`src/rtl/bcd_pkg.sv`:
```
// Shared types and constants for the sequential double-dabble binary-to-BCD converter.
package bcd_pkg;

  typedef enum logic [1:0] {
    IDLE  = 2'd0,
    SHIFT = 2'd1,
    DONE  = 2'd2
  } bcd_state_t;

  localparam int unsigned BCD_ADJ_THRESH = 5;
  localparam int unsigned BCD_ADJ_VAL    = 3;

  // Largest magnitude representable in the given number of BCD digits (10^digits - 1).
  function automatic int unsigned bcd_max_val(input int unsigned digits);
    int unsigned v;
    v = 32'd1;
    for (int unsigned i = 0; i < digits; i++) begin
      v = v * 32'd10;
    end
    return v - 32'd1;
  endfunction

endpackage

```
`src/rtl/bcd_digit_adj.sv`:
```
// One BCD digit of the double-dabble pre-shift correction: add 3 when the digit is 5 or more.
module bcd_digit_adj
  import bcd_pkg::*;
(
  input  logic [3:0] digit_i,
  output logic [3:0] adj_c
);

  always_comb begin
    adj_c = digit_i;
    if (digit_i >= 4'(BCD_ADJ_THRESH)) begin
      adj_c = digit_i + 4'(BCD_ADJ_VAL);
    end
  end

endmodule

```
`src/rtl/bin_to_bcd_seq.sv`:
```
// Sequential binary-to-BCD converter, one input bit per clock, with start/done handshake.
// Define BIN_TO_BCD_SIGNED_EN to treat bin as two's complement and report the sign on neg.
module bin_to_bcd_seq
  import bcd_pkg::*;
#(
  parameter int unsigned IN_W   = 6,
  parameter int unsigned DIGITS = 2
) (
  input  logic                  Clock,
  input  logic                  Resetn,
  input  logic                  start,
  input  logic [IN_W-1:0]       bin,
  output logic                  busy,
  output logic                  done,
  output logic [4*DIGITS-1:0]   bcd,
  output logic                  neg,
  output logic                  overflow
);

  localparam int unsigned BCD_W   = 4 * DIGITS;
  localparam int unsigned CAT_W   = BCD_W + IN_W;
  localparam int unsigned CNT_W   = (IN_W > 1) ? $clog2(IN_W) : 1;
  localparam int unsigned MAX_VAL = bcd_max_val(DIGITS);

  bcd_state_t         state_q, state_d;
  logic [IN_W-1:0]    bin_r_q, bin_r_d;
  logic [BCD_W-1:0]   scratch_q, scratch_d;
  logic [CNT_W-1:0]   cnt_q, cnt_d;
  logic               ovf_r_q, ovf_r_d;
  logic               sign_r_q, sign_r_d;
  logic               busy_q, busy_d;
  logic               done_q, done_d;
  logic [BCD_W-1:0]   bcd_q, bcd_d;
  logic               neg_q, neg_d;
  logic               ovf_q, ovf_d;

  logic [IN_W-1:0]    mag_c;
  logic               sign_c;
  logic               ovf_c;
  logic [BCD_W-1:0]   adj_c;
  logic [CAT_W-1:0]   shifted_c;

`ifdef BIN_TO_BCD_SIGNED_EN
  assign sign_c = bin[IN_W-1];
  assign mag_c  = sign_c ? IN_W'(-bin) : bin;
`else
  assign sign_c = 1'b0;
  assign mag_c  = bin;
`endif

  assign ovf_c = 32'(mag_c) > MAX_VAL;

  for (genvar g = 0; g < DIGITS; g++) begin : g_adj
    bcd_digit_adj u_adj (
      .digit_i (scratch_q[4*g +: 4]),
      .adj_c   (adj_c[4*g +: 4])
    );
  end

  // Adjusted digits and remaining binary bits move left as one register; the top bit falls off.
  assign shifted_c = {adj_c, bin_r_q} << 1;

  always_comb begin
    state_d   = state_q;
    bin_r_d   = bin_r_q;
    scratch_d = scratch_q;
    cnt_d     = cnt_q;
    ovf_r_d   = ovf_r_q;
    sign_r_d  = sign_r_q;
    busy_d    = busy_q;
    done_d    = 1'b0;
    bcd_d     = bcd_q;
    neg_d     = neg_q;
    ovf_d     = ovf_q;

    unique case (state_q)
      IDLE: begin
        if (start) begin
          bin_r_d   = mag_c;
          scratch_d = '0;
          sign_r_d  = sign_c;
          ovf_r_d   = ovf_c;
          cnt_d     = CNT_W'(IN_W - 1);
          busy_d    = 1'b1;
          state_d   = SHIFT;
        end
      end
      SHIFT: begin
        scratch_d = shifted_c[CAT_W-1:IN_W];
        bin_r_d   = shifted_c[IN_W-1:0];
        cnt_d     = cnt_q - CNT_W'(1);
        if (cnt_q == '0) begin
          state_d = DONE;
          done_d  = 1'b1;
          bcd_d   = ovf_r_q ? {DIGITS{4'h9}} : shifted_c[CAT_W-1:IN_W];
          neg_d   = sign_r_q;
          ovf_d   = ovf_r_q;
        end
      end
      DONE: begin
        busy_d  = 1'b0;
        state_d = IDLE;
      end
      default: begin
        busy_d  = 1'b0;
        state_d = IDLE;
      end
    endcase
  end

  always_ff @(posedge Clock or negedge Resetn) begin
    if (!Resetn) begin
      state_q   <= IDLE;
      bin_r_q   <= '0;
      scratch_q <= '0;
      cnt_q     <= '0;
      ovf_r_q   <= 1'b0;
      sign_r_q  <= 1'b0;
      busy_q    <= 1'b0;
      done_q    <= 1'b0;
      bcd_q     <= '0;
      neg_q     <= 1'b0;
      ovf_q     <= 1'b0;
    end else begin
      state_q   <= state_d;
      bin_r_q   <= bin_r_d;
      scratch_q <= scratch_d;
      cnt_q     <= cnt_d;
      ovf_r_q   <= ovf_r_d;
      sign_r_q  <= sign_r_d;
      busy_q    <= busy_d;
      done_q    <= done_d;
      bcd_q     <= bcd_d;
      neg_q     <= neg_d;
      ovf_q     <= ovf_d;
    end
  end

  assign busy     = busy_q;
  assign done     = done_q;
  assign bcd      = bcd_q;
  assign neg      = neg_q;
  assign overflow = ovf_q;

endmodule

```
`config.mk`:
```
export PLATFORM = sky130hd
export DESIGN_NAME = bin_to_bcd_seq
export DESIGN_NICKNAME = d
export VERILOG_FILES = /design/src/rtl/bcd_pkg.sv /design/src/rtl/bcd_digit_adj.sv /design/src/rtl/bin_to_bcd_seq.sv
export SDC_FILE = /design/constraint.sdc
export NUM_CORES = 1
export LEC_CHECK = 0
export BUFFER_PORTS_ARGS = -buffer_cell sky130_fd_sc_hd__buf_4
export CORE_MARGIN = 2
export CORE_UTILIZATION = 59
export CTS_CLUSTER_SIZE = 24
export DETAILED_ROUTE_END_ITERATION = 12
export GPL_ROUTABILITY_DRIVEN = 0
export PLACE_DENSITY_LB_ADDON = 0.25
export SLEW_MARGIN = 0
export SYNTH_ARGS = -nofsm -noshare
export SYNTH_HDL_FRONTEND = slang
export SYNTH_SLANG_ARGS = --single-unit
```
`constraint.sdc`:
```
create_clock -name Clock -period 3.4 [get_ports Clock]
set_input_delay 0.17 -clock Clock [delete_from_list [all_inputs] [get_ports Clock]]
set_output_delay 0.17 -clock Clock [all_outputs]
set_load 0.01 [all_outputs]
```
==> flow_summary.yaml <==
global_routing:
  antenna_found_initial: 0
  grt-ovfl-total: 0
  grt_start_max_net_pins: 30
  grt_usage_pct: 23.9
  grt_pass1_vias: 1021
  grt_pass1_wl_um: 4490
yosys:
  yosys.area_share.xor_xnor_pct: 1.24
  synth.yosys.seq_area_share_pct: 51.5
  syn_inst: 139
  ys_types: 32
  synth_simple_gate_area_share_pct: 13.6
  synth_warnings: 0
  synth-compound-area-share_pct: 18.3
  synth-seq-cells: 29
  synthAdderAreaFrac_pct: 5.32
  synth_top_family_by_area: "compound AO/OA/AOI/OAI gates"
  synthMuxAreaShare_pct: 3.37
  synth_area_mm2: 0.00141
  avgSynthCellArea_um2: 10.1
placed_design:
  hpwl_um: 1890
  placedCellCount: 179
  io_buffers: 18
  placed_area_mm2: 0.00153
routing:
  vias_per_cell: 5.60
  drtIter0Drc: 13
  num_vias: 1052
  dr.pass1.iters: 6
  drt-total-wl_um: 2660
  drc: 0
  final_antenna_net_count: 0
  avgRoutedWirePerCell_um: 14.1
min_path:
  hold_path_class: "input pin to flip-flop"
  whs_path_depth: 3
  hold_path_end: "bin_r_q[4]"
  hp-start: "bin[4]"
outcome:
  status: "completed"
timing:
  finalSetupTns_ns: 0
  drv_slew: 0
  period_needed_ns: 1.72
  hold_slack_ns: 0.113
  tightest_slew_ns: 0.801
  fmax_mhz: 580
  setup_viol: 0
  period_share_pct: 50.7
  rsz0062_at_grt: "false"
  relSlewSlack_pct: 46.3
  fin_skew_ns: 0.00645
  final-hold-violation-count: 0
cells_and_area:
  multi_input_area_um2: 597
  register_area_um2: 726
  num-nets-final: 174
  nFillCells: 171
  drive_above_1_share_pct: 21.9
  diodes: 0
  stdcell_count: 188
  layout.cells.most_common: "dfrtp_1"
  area_growth_pct: 16.7
  mostFrequentLayoutCells: "29 x dfrtp_1, 18 x buf_4, 16 x nand2_1"
  fin_area_mm2: 0.00165
clock_tree:
  ctsHoldBuffers: 1
  clockBufferDepth: 2
  cts_resized: 0
  h-tree-depth: 2
  cts_setup_buffers: 0
  numCtsBuffers: 5
  cts_sinks: 29
  clk_pin_slew_ns: 0.10
  clk_latency_ns: 0.34
  cts_root_buffer: "clkbuf_4"
  cts_tree: "done"
critical_path:
  worstReg2RegStart: "state_q[0]"
  cp_slowest_cell: "dfrtp_1"
  crit_fanout: 12
  r2r_setup_slack_ns: 1.68
  worstPathCellList: "nor2b_2 > nand2_4 > inv_4 > mux2_2"
  start_kind: "flip-flop"
  worst_path_largest_cell_delay_ns: 0.54
  cp-end-kind: "flip-flop"
  reg2reg_depth: 4
  critPathKind: "flip-flop to flip-flop"
  r2r_end: "bcd[5]"
  worstPathArrival_ns: 1.96
  crit_required_ns: 3.63
power:
  leakage_uw: 0.000794
  ir_worst_vdd_mv: 0.747
  powerDensity_mw_per_mm2: 969
  total_power_uw: 1590
floorplan:
  ios: 21
  die_h_um: 52.9
  initial_core_util_pct: 63.1
  num_rows: 17
  dieArea_mm2: 0.00280
  core_area_mm2: 0.00223
  die_width_um: 52.9
run:
  drv_cap: 0
flip-flops by register name, summed over array words and instances (netlist names):
register	count
bcd	8
bin_r_q	6
busy	1
cnt_q	3
done	1
scratch_q	8
state_q	2
metrics by stage:
stage	worst slack [ns]	util, %
final	1.68	73.7
after global routing	1.55	73.7
after CTS	1.68	73.7
after detailed placement	1.68	68.6
after global placement	1.76	68.6
after floorplan	1.96	-
synth_stat cells:
cell	count	share of area, %
nand2_4	1	0.80
a22oi_1	5	2.7
and2b_1	1	0.53
inv_4	1	0.44
a31oi_1	2	0.89
nor2b_2	1	0.62
a22o_1	2	1.2
a21oi_2	2	1.2
mux2_2	2	1.6
o21ai_0	14	5.0
a22o_2	1	0.71
mux2i_1	1	0.71
buf_2	2	0.71
ha_1	6	5.3
buf_4	2	1.1
nor2_1	2	0.53
nand3_1	2	0.71
nand2b_1	2	0.89
nor3b_1	2	1.1
or3b_1	1	0.62
conb_1	1	0.27
a21oi_1	12	4.3
nand2_1	16	4.3
nor2b_1	8	3.5
o21ai_1	5	1.8
mux2_4	1	1.1
inv_1	9	2.4
a21o_1	1	0.53
buf_6	2	1.6
clkbuf_1	1	0.27
dfrtp_1	29	51
xnor2_1	2	1.2
kinds of logic (layout without fill, tap and decap cells):
family | after synthesis | after routing
muxes | 4 | 4
other | 1 | 2
AOI/OAI and AO/OA | 44 | 44
adders and majority gates | 6 | 6
buffers and inverters | 17 | 37
DFF | 29 | 29
and+or+nand+nor | 36 | 36
xor gates and xnor gates | 2 | 2
routing by layer:
metal	global-route usage [%]	vias to the layer above	part of all wire, %
met5	0	-	0
met4	10.3	0	1.2
met3	10.2	5	5.1
met2	37.9	22	51
met1	28.2	514	43
li1	-	511	-
worst max path at each step:
stage | endpoint | cells after the start | startpoint | slack (ns)
finish | bcd[5] | 4 | state_q[0] | 1.68
global route | bcd[5] | 4 | state_q[0] | 1.55
floorplan | scratch_q[6] | 5 | scratch_q[4] | 1.96
CTS | bcd[5] | 4 | state_q[0] | 1.68
global placement | bcd[5] | 4 | state_q[0] | 1.76
detailed placement | bcd[5] | 4 | state_q[0] | 1.68
where the power goes:
group / internal, uW / switching [uW] / total, uW
clock network: 228 / 125 / 353
logic: 292 / 335 / 626
registers: 491 / 125 / 616
critical path, delay by kind of cell, from the launching register on:
kind	cells	cell delay [ns]
buf+inv	1	0.13
mux	1	0.33
flops	1	0.54
simple gates	2	0.63
final cells by class:
class                           instances  share of cell area, %
Sequential cell                        29                   44.1
Multi-Input combinational cell         94                   36.3
Timing Repair Buffer                   19                   8.82
Clock inverter                          3                   3.95
Inverter                               10                   2.43
Clock buffer                            5                   2.28
Tap cell                               28                   2.13
No activity file was read; power rests on OpenSTA's default activity.
